==> src/rtl/fmcrop_pkg.sv <==
// Shared definitions for the feature-map crop block: register map, crop window
// record and the beats-per-pixel helper.
package fmcrop_pkg;

    // Width of every stored window field; counters narrower than this are zero-extended.
    localparam int CFG_W = 16;

    localparam logic [2:0] ADDR_XON  = 3'd0;
    localparam logic [2:0] ADDR_XOFF = 3'd1;
    localparam logic [2:0] ADDR_XEND = 3'd2;
    localparam logic [2:0] ADDR_YON  = 3'd4;
    localparam logic [2:0] ADDR_YOFF = 3'd5;
    localparam logic [2:0] ADDR_YEND = 3'd6;

    typedef struct packed {
        logic [CFG_W-1:0] x_on;
        logic [CFG_W-1:0] x_off;
        logic [CFG_W-1:0] x_end;
        logic [CFG_W-1:0] y_on;
        logic [CFG_W-1:0] y_off;
        logic [CFG_W-1:0] y_end;
    } cfg_t;

    function automatic int nf(input int num_channels, input int simd);
        return num_channels / simd;
    endfunction

endpackage

==> src/rtl/fmcrop_cfg_axilite.sv <==
// AXI-Lite slave holding the shadow copy of the crop window. AW and W are
// captured independently; the shadow register is written once both are held.
module fmcrop_cfg_axilite
    import fmcrop_pkg::*;
#(
    parameter int XCOUNTER_BITS = 8,
    parameter int YCOUNTER_BITS = 8
) (
    input  logic        clk,
    input  logic        rst,
    input  logic        s_axilite_AWVALID,
    output logic        s_axilite_AWREADY,
    input  logic [2:0]  s_axilite_AWADDR,
    input  logic        s_axilite_WVALID,
    output logic        s_axilite_WREADY,
    input  logic [31:0] s_axilite_WDATA,
    input  logic [3:0]  s_axilite_WSTRB,
    output logic        s_axilite_BVALID,
    input  logic        s_axilite_BREADY,
    output logic [1:0]  s_axilite_BRESP,
    input  logic        s_axilite_ARVALID,
    output logic        s_axilite_ARREADY,
    input  logic [2:0]  s_axilite_ARADDR,
    output logic        s_axilite_RVALID,
    input  logic        s_axilite_RREADY,
    output logic [31:0] s_axilite_RDATA,
    output logic [1:0]  s_axilite_RRESP,
    output cfg_t        cfg
);

    localparam logic [CFG_W-1:0] XMASK = CFG_W'((32'd1 << XCOUNTER_BITS) - 32'd1);
    localparam logic [CFG_W-1:0] YMASK = CFG_W'((32'd1 << YCOUNTER_BITS) - 32'd1);

    logic             alive;
    logic             aw_held;
    logic             w_held;
    logic [2:0]       aw_addr_q;
    logic [31:0]      w_data_q;
    logic             bvalid_q;
    logic             rvalid_q;
    logic [31:0]      rdata_q;
    logic [CFG_W-1:0] rd_val;
    logic [CFG_W-1:0] wr_x;
    logic [CFG_W-1:0] wr_y;
    cfg_t             shadow;

    // Strobes are ignored and data above the stored width is truncated.
    logic unused_bits;
    assign unused_bits = ^{s_axilite_WSTRB, w_data_q[31:CFG_W]};

    // alive keeps every ready low while rst is held and for the first edge after.
    assign s_axilite_AWREADY = alive & ~aw_held & ~bvalid_q;
    assign s_axilite_WREADY  = alive & ~w_held & ~bvalid_q;
    assign s_axilite_BVALID  = bvalid_q;
    assign s_axilite_BRESP   = 2'b00;
    assign s_axilite_ARREADY = alive & ~rvalid_q;
    assign s_axilite_RVALID  = rvalid_q;
    assign s_axilite_RDATA   = rdata_q;
    assign s_axilite_RRESP   = 2'b00;
    assign cfg               = shadow;

    assign wr_x = w_data_q[CFG_W-1:0] & XMASK;
    assign wr_y = w_data_q[CFG_W-1:0] & YMASK;

    always_comb begin
        rd_val = '0;
        case (s_axilite_ARADDR)
            ADDR_XON:  rd_val = shadow.x_on;
            ADDR_XOFF: rd_val = shadow.x_off;
            ADDR_XEND: rd_val = shadow.x_end;
            ADDR_YON:  rd_val = shadow.y_on;
            ADDR_YOFF: rd_val = shadow.y_off;
            ADDR_YEND: rd_val = shadow.y_end;
            default:   rd_val = '0;
        endcase
    end

    always_ff @(posedge clk or negedge rst) begin
        if (!rst) begin
            alive     <= 1'b0;
            aw_held   <= 1'b0;
            w_held    <= 1'b0;
            aw_addr_q <= '0;
            w_data_q  <= '0;
            bvalid_q  <= 1'b0;
            rvalid_q  <= 1'b0;
            rdata_q   <= '0;
            shadow    <= '0;
        end else begin
            alive <= 1'b1;
            if (s_axilite_AWVALID && s_axilite_AWREADY) begin
                aw_held   <= 1'b1;
                aw_addr_q <= s_axilite_AWADDR;
            end
            if (s_axilite_WVALID && s_axilite_WREADY) begin
                w_held   <= 1'b1;
                w_data_q <= s_axilite_WDATA;
            end
            if (aw_held && w_held) begin
                aw_held  <= 1'b0;
                w_held   <= 1'b0;
                bvalid_q <= 1'b1;
                case (aw_addr_q)
                    ADDR_XON:  shadow.x_on  <= wr_x;
                    ADDR_XOFF: shadow.x_off <= wr_x;
                    ADDR_XEND: shadow.x_end <= wr_x;
                    ADDR_YON:  shadow.y_on  <= wr_y;
                    ADDR_YOFF: shadow.y_off <= wr_y;
                    ADDR_YEND: shadow.y_end <= wr_y;
                    default:   ;
                endcase
            end else if (bvalid_q && s_axilite_BREADY) begin
                bvalid_q <= 1'b0;
            end
            if (s_axilite_ARVALID && s_axilite_ARREADY) begin
                rvalid_q <= 1'b1;
                rdata_q  <= 32'(rd_val);
            end else if (rvalid_q && s_axilite_RREADY) begin
                rvalid_q <= 1'b0;
            end
        end
    end

endmodule

==> src/rtl/fmcrop_axi.sv <==
// AXI-Stream feature-map crop: walks every beat of the incoming frame and forwards
// only those inside the active window through a 2-entry skid buffer.
module fmcrop_axi
    import fmcrop_pkg::*;
#(
    parameter int XCOUNTER_BITS = 8,
    parameter int YCOUNTER_BITS = 8,
    parameter int NUM_CHANNELS  = 4,
    parameter int SIMD          = 2,
    parameter int ELEM_BITS     = 4,
    localparam int STREAM_BITS  = 8 * ((SIMD * ELEM_BITS + 7) / 8)
) (
    input  logic                   clk,
    input  logic                   rst,
    input  logic                   s_axilite_AWVALID,
    output logic                   s_axilite_AWREADY,
    input  logic [2:0]             s_axilite_AWADDR,
    input  logic                   s_axilite_WVALID,
    output logic                   s_axilite_WREADY,
    input  logic [31:0]            s_axilite_WDATA,
    input  logic [3:0]             s_axilite_WSTRB,
    output logic                   s_axilite_BVALID,
    input  logic                   s_axilite_BREADY,
    output logic [1:0]             s_axilite_BRESP,
    input  logic                   s_axilite_ARVALID,
    output logic                   s_axilite_ARREADY,
    input  logic [2:0]             s_axilite_ARADDR,
    output logic                   s_axilite_RVALID,
    input  logic                   s_axilite_RREADY,
    output logic [31:0]            s_axilite_RDATA,
    output logic [1:0]             s_axilite_RRESP,
    input  logic                   s_axis_tvalid,
    output logic                   s_axis_tready,
    input  logic [STREAM_BITS-1:0] s_axis_tdata,
    output logic                   m_axis_tvalid,
    input  logic                   m_axis_tready,
    output logic [STREAM_BITS-1:0] m_axis_tdata
);

    localparam int NF = nf(NUM_CHANNELS, SIMD);
    localparam int SW = (NF > 1) ? $clog2(NF) : 1;

    cfg_t                   shadow;
    cfg_t                   act;
    logic [SW-1:0]          s;
    logic [XCOUNTER_BITS-1:0] x;
    logic [YCOUNTER_BITS-1:0] y;
    logic [CFG_W-1:0]       x_ext;
    logic [CFG_W-1:0]       y_ext;
    logic                   accept;
    logic                   at_origin;
    logic                   keep;
    logic                   push;
    logic                   pop;
    logic                   tready_q;
    logic [STREAM_BITS-1:0] skid_mem [2];
    logic                   wr_ptr;
    logic                   rd_ptr;
    logic [1:0]             count;
    logic [1:0]             count_nxt;

    fmcrop_cfg_axilite #(
        .XCOUNTER_BITS (XCOUNTER_BITS),
        .YCOUNTER_BITS (YCOUNTER_BITS)
    ) u_cfg (
        .clk               (clk),
        .rst               (rst),
        .s_axilite_AWVALID (s_axilite_AWVALID),
        .s_axilite_AWREADY (s_axilite_AWREADY),
        .s_axilite_AWADDR  (s_axilite_AWADDR),
        .s_axilite_WVALID  (s_axilite_WVALID),
        .s_axilite_WREADY  (s_axilite_WREADY),
        .s_axilite_WDATA   (s_axilite_WDATA),
        .s_axilite_WSTRB   (s_axilite_WSTRB),
        .s_axilite_BVALID  (s_axilite_BVALID),
        .s_axilite_BREADY  (s_axilite_BREADY),
        .s_axilite_BRESP   (s_axilite_BRESP),
        .s_axilite_ARVALID (s_axilite_ARVALID),
        .s_axilite_ARREADY (s_axilite_ARREADY),
        .s_axilite_ARADDR  (s_axilite_ARADDR),
        .s_axilite_RVALID  (s_axilite_RVALID),
        .s_axilite_RREADY  (s_axilite_RREADY),
        .s_axilite_RDATA   (s_axilite_RDATA),
        .s_axilite_RRESP   (s_axilite_RRESP),
        .cfg               (shadow)
    );

    assign x_ext     = CFG_W'(x);
    assign y_ext     = CFG_W'(y);
    assign accept    = s_axis_tvalid & tready_q;
    assign at_origin = (s == '0) && (x == '0) && (y == '0);
    // Window test uses the position of the beat being accepted, before it advances.
    assign keep      = (x_ext >= act.x_on) && (x_ext < act.x_off) &&
                       (y_ext >= act.y_on) && (y_ext < act.y_off);
    assign push      = accept & keep;
    assign pop       = m_axis_tvalid & m_axis_tready;

    assign s_axis_tready = tready_q;
    assign m_axis_tvalid = (count != 2'd0);
    assign m_axis_tdata  = skid_mem[rd_ptr];

    always_comb begin
        count_nxt = count;
        case ({push, pop})
            2'b10:   count_nxt = count + 2'd1;
            2'b01:   count_nxt = count - 2'd1;
            default: count_nxt = count;
        endcase
    end

    // Stage p0: position counters and frame-boundary config load
    always_ff @(posedge clk or negedge rst) begin
        if (!rst) begin
            s   <= '0;
            x   <= '0;
            y   <= '0;
            act <= '0;
        end else begin
            // Idle at the origin is the only safe moment to swap the window.
            if (at_origin && !accept)
                act <= shadow;
            if (accept) begin
                if (s == SW'(NF - 1)) begin
                    s <= '0;
                    if (x_ext == act.x_end) begin
                        x <= '0;
                        y <= (y_ext == act.y_end) ? '0 : y + YCOUNTER_BITS'(1);
                    end else begin
                        x <= x + XCOUNTER_BITS'(1);
                    end
                end else begin
                    s <= s + SW'(1);
                end
            end
        end
    end

    // Stage p1: skid buffer control; tready is registered so m_axis_tready never reaches it combinationally
    always_ff @(posedge clk or negedge rst) begin
        if (!rst) begin
            wr_ptr   <= 1'b0;
            rd_ptr   <= 1'b0;
            count    <= 2'd0;
            tready_q <= 1'b0;
        end else begin
            if (push) wr_ptr <= ~wr_ptr;
            if (pop)  rd_ptr <= ~rd_ptr;
            count    <= count_nxt;
            tready_q <= (count_nxt != 2'd2);
        end
    end

    always_ff @(posedge clk) begin
        if (push)
            skid_mem[wr_ptr] <= s_axis_tdata;
    end

endmodule

==> config.mk <==
export PLATFORM = sky130hd
export DESIGN_NAME = fmcrop_axi
export DESIGN_NICKNAME = d
export VERILOG_FILES = /design/src/rtl/fmcrop_pkg.sv /design/src/rtl/fmcrop_cfg_axilite.sv /design/src/rtl/fmcrop_axi.sv
export SDC_FILE = /design/constraint.sdc
export NUM_CORES = 1
export LEC_CHECK = 0
export ABC_AREA = 1
export CELL_PAD_IN_SITES_DETAIL_PLACEMENT = 1
export CELL_PAD_IN_SITES_GLOBAL_PLACEMENT = 1
export CORE_ASPECT_RATIO = 1.4
export CORE_MARGIN = 2
export CORE_UTILIZATION = 37
export DETAILED_ROUTE_END_ITERATION = 10
export PLACE_DENSITY = 0.79
export REMOVE_ABC_BUFFERS = 1
export SLEW_MARGIN = 20
export SYNTH_ARGS = -nofsm -noshare
export SYNTH_HDL_FRONTEND = slang
export SYNTH_SLANG_ARGS = --single-unit
==> constraint.sdc <==
create_clock -name clk -period 2.1 [get_ports clk]
set_input_delay 0.525 -clock clk [delete_from_list [all_inputs] [get_ports clk]]
set_output_delay 0.525 -clock clk [all_outputs]
set_load 0.005 [all_outputs]
Word level (Yosys, flattened, before mapping). Memories as Yosys holds them, arrays and structs flattened. Cells that the tools add are included.

Mux-type cells: 15. Bitwise operators: 15. Eq/ne operators: 15. Order comparisons: 4. Reductions and logical operators: 30. $add $sub $neg: 5.

Operators by type and width (number): one-hot mux 8 bit (6 select lines) (1); == test 3 bit, second input constant (6); adder 8 x 1 -> 8 bit, second input constant (2); == test 8 bit (2); >= comparator 8 bit (2); logical NOT 8 bit (2); < comparator 8 bit (2); 2-to-1 mux 8 bit (2); AND reduction 2 bit (7); logical AND 1 bit (12); 2-to-1 mux 1 bit (11); nonzero test 2 bit (5); bitwise AND 1 bit (8); inverter 1 bit (7); == test 3 x 1 -> 1 bit, second input constant (2); == test 3 x 2 -> 1 bit, second input constant (2); logical NOT 3 bit (2); one-hot mux 2 bit (2 select lines) (1); AND reduction 3 bit (1); adder 2 x 1 -> 2 bit, second input constant (1); == test 2 x 1 -> 1 bit, second input constant (1); == test 2 bit, second input constant (1); != test 2 bit, second input constant (1); subtractor 2 x 1 -> 2 bit, second input constant (1); other kinds (2) (2).

Logic and storage cells: 112. RAM bits: 16. Bits of input ports: 59. Bits in registers: 150. Output and inout bits: 51. Memories: 1.

Memory list: skid_mem (words 2, width 8, rd ports 1, clocked after Yosys merged registers in 0, wr ports 1, line fmcrop_axi.sv:56) `logic [STREAM_BITS-1:0] skid_mem [2];`.

Longest topological paths before layout. Gate-level depths: netlist of run 1.

Word-level depth: 8. Mapped depth: 15. Gate-level depth less buffers: 15.

Cells and area by module. A second synthesis of run 1 with hierarchy kept.

Cell total of the unflattened synthesis: 1043. Area total of the unflattened synthesis: 10400.0 sq um.

By module, submodules not included: fmcrop_axi (cells each 594, seq. area each 3433.3 sq um, instances 1, area each 6606.3 sq um); fmcrop_cfg_axilite (cells each 449, seq. area each 1801.7 sq um, instances 1, area each 3793.6 sq um).

Worst setup path after synthesis of run 1. Ideal clock, no wire load.

Path kind: reg2reg. Start: register y[7]. End: register tready_q (netlist: s_axis_tready). Data arrival time: 2026 ps. Period minus slack after synthesis: 2157 ps. Path buffers: 0. Cell stages (with the launch flop): 13. Setup time: 131 ps. Setup slack: -57 ps. Required time: 1969 ps. Cells stage by stage: dfrtp_1 > ha_1 > nand2_1 > nand2_1 > nor2_1 > nand3_1 > a21oi_1 > nand4_1 > ha_1 > a21oi_1 > o21ai_0 > xnor2_1 > nand3_1.

Longest elaborated chain between the ends: 7. Elaborated cells on any way between the ends: 9. Those cells by class: order compare (2); eq/ne (3); mux (1); bitwise (1); reduce/logical (2).

Ends and longest elaborated chain: start: declaration (line fmcrop_axi.sv:47) `logic [YCOUNTER_BITS-1:0] y;`; start signal: assignment (line fmcrop_axi.sv:127) `y <= (y_ext == act.y_end) ? '0 : y + YCOUNTER_BITS'(1);`; >= comparator 8 bit (line fmcrop_axi.sv:94) `(y_ext >= act.y_on) && (y_ext < act.y_off);`; logical AND 1 bit (line fmcrop_axi.sv:93) `assign keep = (x_ext >= act.x_on) && (x_ext < act.x_off) &&`; logical AND 1 bit (*) (line fmcrop_axi.sv:94); bitwise AND 1 bit (*) (line fmcrop_axi.sv:95) `assign push = accept & keep;`; == test 2 x 1 -> 1 bit or == test 2 bit (tied branches) (line fmcrop_axi.sv:104) `case ({push, pop})`; one-hot mux 2 bit (2 select lines) (*) (line fmcrop_axi.sv:104); via count_nxt[1] (line fmcrop_axi.sv:60) `logic [1:0] count_nxt;`; != test 2 bit (*) (line fmcrop_axi.sv:149) `tready_q <= (count_nxt != 2'd2);`; end signal: assignment (line fmcrop_axi.sv:149); end: declaration (line fmcrop_axi.sv:55) `logic tready_q;`.

Mark *: on every way through the listed nets, which the timed path passes. The rest lies on a longest branch. A chain may end at the register's enable or synchronous reset.

Worst setup path after layout of run 1.
Start: register x[2]. End: register tready_q (netlist: s_axis_tready).

Longest elaborated chain between the ends: 8. Elaborated cells on any way between the ends: 10. Those cells by class: order compare (2); eq/ne (3); mux (1); bitwise (1); reduce/logical (3).

Ends and longest elaborated chain: start: declaration (line fmcrop_axi.sv:46) `logic [XCOUNTER_BITS-1:0] x;`; start signal: assignment (line fmcrop_axi.sv:129) `x <= x + XCOUNTER_BITS'(1);`; >= comparator 8 bit or < comparator 8 bit (tied branches) (line fmcrop_axi.sv:93); logical AND 1 bit (*) (2 in series) (line fmcrop_axi.sv:93); logical AND 1 bit (*) (line fmcrop_axi.sv:94); bitwise AND 1 bit (*) (line fmcrop_axi.sv:95); == test 2 x 1 -> 1 bit or == test 2 bit (tied branches) (line fmcrop_axi.sv:104); one-hot mux 2 bit (2 select lines) (*) (line fmcrop_axi.sv:104); via count_nxt[1] (line fmcrop_axi.sv:60); != test 2 bit (*) (line fmcrop_axi.sv:149).

Marks and branches as above.

==> out/metrics.cfg, run 1 <==
[grt]
grt.overflow.total = 0
antenna_found_initial = 0
grt_pass1_vias = 7015
grt_max_degree = 42
grt_pass1_wl_mm = 35.6
track_usage_pct = 20.8

[final_layout]
fillers = 2366
diodes = 0
drive_above_1_share_pct = 20.2
register_area_sq_um = 4040
final_cells = 1307
fin_nets = 1132
multiInputGateArea_sq_um = 3210
layout_common_cells = nand2_1, dfrtp_1, inv_1
layout_commonest_cell = nand2_1
area_delta_synth_final_pct = 31.0

[detailed_routing]
drc = 0
wirelength_mm = 23.7
drt_iter0_drc = 242
wl_per_cell_um = 18.1
via_per_inst = 5.00
first_pass_iters = 5
ant_nets = 0
vias = 6535

[power]
switching_share_pct = 36.6
p_int_mw = 7.46
peakVddDrop_mv = 0.530
p_per_area_nw_per_um2 = 1160
p_clk_share_pct = 26.1
seqPwrFrac_pct = 37.6
p_sw_mw = 4.31
p_leak_nw = 4.78
power.share.combinational_pct = 36.3

[synth]
synth_edf_count = 16
syn_inst = 876
synth_top_area_share_pct = 46.0
yosysTopAreaCell = dfrtp_1
yosys_register_bits = 158
async_flop_share_pct = 89.9
avgSynthCellArea_sq_um = 8.81
yosysSeqAreaShare_pct = 52.2
ys_types = 31
synth_ff_type = dfrtp_1
yosys_warnings = 0
synth_area_sq_um = 7720
yosys-top-cells-area = dfrtp_1, nand2_1, o21ai_0

[clocking]
clock_latency_ns = 0.44
clk_path_buf_depth = 2
clk_pin_slew_ns = 0.07
cts_buffers = 17
cts_sinks = 158
clockRootBuffer = clkbuf_16
cts_htree_levels = 4
cts_tree = done

[setup_path]
cp-end-kind = flop
slowest_delay_ns = 0.46
cp.required_ns = 2.42
r2r_start = x[2]
crit_fanout = 4
cp_top_family = adder cells
cp_cell_sequence = ha_1 -> nand2_1 -> inv_1 -> nand2_2 -> nand2_2 -> nand2_1 -> nand2_1 -> nand4_1 -> ha_1 -> a21oi_2 -> o21ai_1 -> xnor2_1 -> nand3_1
crit_buf_inv = 1
cp_common_cell = nand2_1
worst_path_max_delay_cell = dfrtp_1
cp-startpoint = x[2]
worstPathArrival_ns = 2.71
critPathLaunchType = flop
path_class = flop to flop

[timing]
rsz0062_at_grt = yes
fin_worst_hold_slack_ns = 0.486
setup_ws_ns = -0.291
finalMaxSlewViolations = 0
finalCriticalPeriod_ns = 2.39
finalSetupViolCount = 21
max_freq_ghz = 0.418
skew_ns = 0.00877
worstMarginPinSlew_ns = 0.507
relSlewSlack_pct = 66.1
hold_viol = 0
fin_crit_sh_pct = 114

[placement]
gp_congestion = 0.879
hpwlAfterDp_mm = 15.4
dp_cells = 1248
port_buffers = 53

[floorplanning]
coreArea_sq_um = 20500
die-area_sq_um = 22100
row_count = 62
ios = 110
die_w_um = 126
dieHeight_um = 175
initial_core_util_pct = 37.7

[run_status]
violations = negative setup slack
status = finished, violations left

[hold_path]
hp-start = u_cfg.s_axilite_RDATA[1]
hp-class = flop to flop

[flow_run]
cap_violations = 0

-- power groups by stage --
stage | logic, mW | clock network [mW] | registers [mW]
2_1_floorplan | 1.95 | 0 | 4.34
3_3_place_gp | 3.42 | 0 | 4.37
3_5_place_dp | 3.61 | 0 | 4.42
4_1_cts | 3.95 | 3.10 | 4.40
5_1_grt | 4.76 | 3.22 | 4.51
6_report | 4.27 | 3.07 | 4.43
-- worst min-delay path, delay by kind of cell (launching register included) --
family / cells / cell delay, ns
compound gates: 1 / 0.06
flops: 1 / 0.34
simple gates: 1 / 0.05
-- state kept, by name (all words and copies together) (netlist names), 2 cells and up --
register and cells:
act 48, u_cfg.cfg 48, skid_mem 16, u_cfg.s_axilite_RDATA 8, u_cfg.w_data_q 8, x 8
y 8, u_cfg.aw_addr_q 3, count 2
-- final timing paths --
check                           cells past startpoint  slack (ns)                  endpoint
min in group asynchronous                           2        0.57              u_cfg.cfg[2]
max in group asynchronous                           3        0.93                      x[7]
worst min-delay path                                2        0.49  u_cfg.s_axilite_RDATA[1]
worst max-delay path                               13       -0.29             s_axis_tready
worst min register to register                      2        0.49  u_cfg.s_axilite_RDATA[1]
worst max register to register                     13       -0.29             s_axis_tready
-- area by class of cell --
cell class / instances / share of cell area, %
clock inverter: 15 / 1.41
multi-input combinational: 567 / 31.7
clock buffer: 17 / 4.21
inverter: 131 / 4.91
tap: 256 / 3.17
timing repair buffer: 163 / 14.6
sequential: 158 / 39.9
-- timing repair --
item / CTS / global route
pin swaps: 18 / 16
buffers inserted: 17 / 9
gates cloned: 0 / 1
endpoints found under the hold margin: 5 / 0
hold buffers: 1 / 0
gates resized for setup: 48 / 32
endpoints found under the setup margin: 22 / 38
-- layer usage --
layer	vias to the layer above	global-route usage [%]	wire [um]
met3	63	4.01	750
li1	3083	-	-
met5	-	0	0
met2	171	38.4	12900
met4	0	12.3	1460
met1	3218	21.6	8570
-- cells in the mapped netlist, drive strengths merged, types with 3 or more instances --
cell / number
nor3: 15
clkbuf: 14
o21ai: 119
a21oi: 23
nand3b: 3
nand2: 211
nor2: 46
ha: 35
or2: 3
buf: 33
o22ai: 17
edfxtp: 16
nand3: 23
inv: 129
xor2: 12
mux2: 8
nand4: 12
xnor2: 9
dfrtp: 142
-- per-stage QoR --
step	power (mW)	setup WS (ns)	cell area [sq um]	utilization [%]	setup TNS (ns)
after floorplan	6.29	-0.406	7510	-	-10.98
after CTS	11.4	-0.139	9920	48.4	-0.241
after global placement	7.79	-0.438	9060	44.3	-6.05
after global routing	12.5	-0.410	10100	49.4	-4.16
final	11.8	-0.291	10100	49.4	-1.22
after detailed placement	8.03	-0.570	9060	44.3	-10.35
-- kinds of logic after synthesis --
logic type	Yosys count	synth area share [%]
other	2	0.0973
xor gates and xnor gates	21	2.38
DFF	158	52.2
and+or+nand+nor	314	17.0
adders and majority gates	35	5.67
buffers and inverters	178	10.4
muxes	8	1.56
AOI/OAI and AO/OA	160	10.7
No activity file was read; power rests on OpenSTA's default activity.
==> inputs of run 2 (changes only) <==
- CAP_MARGIN: unset -> 20
- CELL_PAD_IN_SITES_DETAIL_PLACEMENT: 1 -> 2
- CELL_PAD_IN_SITES_GLOBAL_PLACEMENT: 1 -> 2
- CORE_UTILIZATION: 37 -> 30
==> out/metrics.cfg, run 2 (synthesis gave the netlist of run 1 again) <==
[placement]
port_buffers = 53
pre_cts_ws_ns = -0.597
gp_congestion = 0.818
hpwlAfterDp_mm = 17.4

[detailed_routing]
vias = 6710
drc = 0
wirelength_mm = 28.7
wl_per_cell_um = 20.9
drt_iter0_drc = 258
first_pass_iters = 4
ant_nets = 0
via_per_inst = 4.89

[power]
p_leak_nw = 4.80
p_per_area_nw_per_um2 = 1160
peakVddDrop_mv = 0.715

[setup_path]
cp.required_ns = 2.43
rrSetupSlack_ns = -0.27
critPathLaunchType = flop
r2r-end = s_axis_tready
r2r_start = act[36]
cp-startpoint = act[36]
reg2regPathDepth = 12
slowest_delay_ns = 0.41
cp-end-kind = flop
worstPathArrival_ns = 2.70
cp-endpoint = s_axis_tready
crit_fanout = 2
path_class = flop to flop
worst_path_max_delay_cell = dfrtp_1
cp_cell_sequence = inv_1 -> ha_1 -> nand2_2 -> nor2_4 -> nand4_1 -> nand3_2 -> nand4_1 -> ha_1 -> a21oi_2 -> o21ai_2 -> xnor2_2 -> nand3_2

[flow_run]
cap_violations = 0

[hold_path]
hp-start = u_cfg.cfg[64]
hp-class = flop to flop

[timing]
setup_ws_ns = -0.268
fin_crit_sh_pct = 113
relSlewSlack_pct = 61.5
rsz0062_at_grt = yes
skew_ns = 0.0112
fin_setup_tns_ns = -1.03
finalCriticalPeriod_ns = 2.37
finalSetupViolCount = 13
worstMarginPinSlew_ns = 0.576
hold_viol = 0
max_freq_ghz = 0.422
finalMaxSlewViolations = 0

[floorplanning]
row_count = 69
die-area_sq_um = 27100
ios = 110
coreArea_sq_um = 25400
initial_core_util_pct = 30.4
die_w_um = 140
dieHeight_um = 194

[final_layout]
diodes = 0
drive_above_1_share_pct = 21.8
area_delta_synth_final_pct = 34.1
fin_nets = 1134
layout_common_cells = nand2_1, dfrtp_1, inv_1
layout_commonest_cell = nand2_1

[clocking]
cts_sinks = 158
clock_latency_ns = 0.45
cts_buffers = 17
clk_pin_slew_ns = 0.07
cts_tree = done
cts_htree_levels = 4
clk_path_buf_depth = 2
clockRootBuffer = clkbuf_16

[run_status]
status = finished, violations left
violations = negative setup slack

[grt]
grt.overflow.total = 0
grt_pass1_vias = 7499
antenna_found_initial = 0
track_usage_pct = 20.0
grt_max_degree = 54
grt_pass1_wl_mm = 42.0

-- run 2: cell count changes in the layout (fill, tap and decap cells not counted), moves of 3 or more --
cell        before  now
clkinv_2         7    3
o21ai_0         96   90
clkbuf_1         0    3
ha_1            26   18
buf_4           91   94
nand2_2         11   14
dfrtp_2          3    8
dfrtp_1        139  134
ha_4             8   16
clkinvlp_4       0    3
buf_6           12    7
o21ai_2          1    6
-- run 2: worst min-delay path by stage --
stage          cells past startpoint            end
6_report                           2  u_cfg.cfg[64]
2_1_floorplan                      0         act[0]
5_1_grt                            2  u_cfg.cfg[64]
3_5_place_dp                       1  u_cfg.cfg[34]
3_3_place_gp                       1  u_cfg.cfg[19]
4_1_cts                            2  u_cfg.cfg[64]
-- run 2: through the flow --
stage / hold slack, ns / cells / cell area (sq um) / power, mW / util (%)
floorplan: 0.229 / 856 / 7510 / 6.29 / -
global placement: 0.432 / 1312 / 9180 / 7.92 / 36.1
detailed placement: 0.436 / 1312 / 9180 / 8.22 / 36.1
CTS: 0.490 / 1363 / 10100 / 11.8 / 39.9
global route: 0.520 / 1372 / 10400 / 12.7 / 40.8
finish: 0.484 / 1372 / 10400 / 12.0 / 40.8
-- run 2: critical path, delay by kind of cell (launching register included) --
family / cells / cell delay, ns
DFF: 1 / 0.41
and+or+nand+nor: 6 / 0.68
adders and majority gates: 2 / 0.68
AOI/OAI and AO/OA: 2 / 0.21
xor gates and xnor gates: 1 / 0.16
buffers and inverters: 1 / 0.09
-- run 2: per-layer routing --
metal	global-route usage, %	up-vias	wire length (um)
met5	0	-	0
met4	9.89	0	1280
li1	-	3086	-
met1	20.9	3416	10500
met2	38.3	148	16100
met3	3.01	60	774
-- run 2: layout make-up --
class	count	area, sq um
flip-flops and latches	158	4040
clock buffers	20	437
well taps	319	399
repair buffers	165	1540
fillers	2749	15000
inverters	131	499
multi-input cells	567	3340
clock inverters	12	96.3
-- run 2: timing repair --
| item | in CTS | in global routing |
|---|---|---|
| pin swaps | 18 | 18 |
| gates resized for setup | 64 | 41 |
| gates cloned | 0 | 3 |
| buffers inserted | 20 | 7 |
| endpoints found under the setup margin | 30 | 69 |
| hold buffers | 1 | 0 |
| endpoints found under the hold margin | 28 | 0 |
-- run 2: power breakdown --
part / switching, mW / total, mW / internal [mW] / leakage [nW]
clock: 1.35 / 2.97 / 1.62 / 0.253
sequential: 0.641 / 4.49 / 3.85 / 1.97
combinational: 2.60 / 4.55 / 1.95 / 2.57
==> inputs of run 3 (changes only) <==
- CAP_MARGIN: 20 -> 30
- SLEW_MARGIN: 20 -> unset
==> results of run 3 <==
No change in the layout: final DEF, timing and power equal those of run 2.
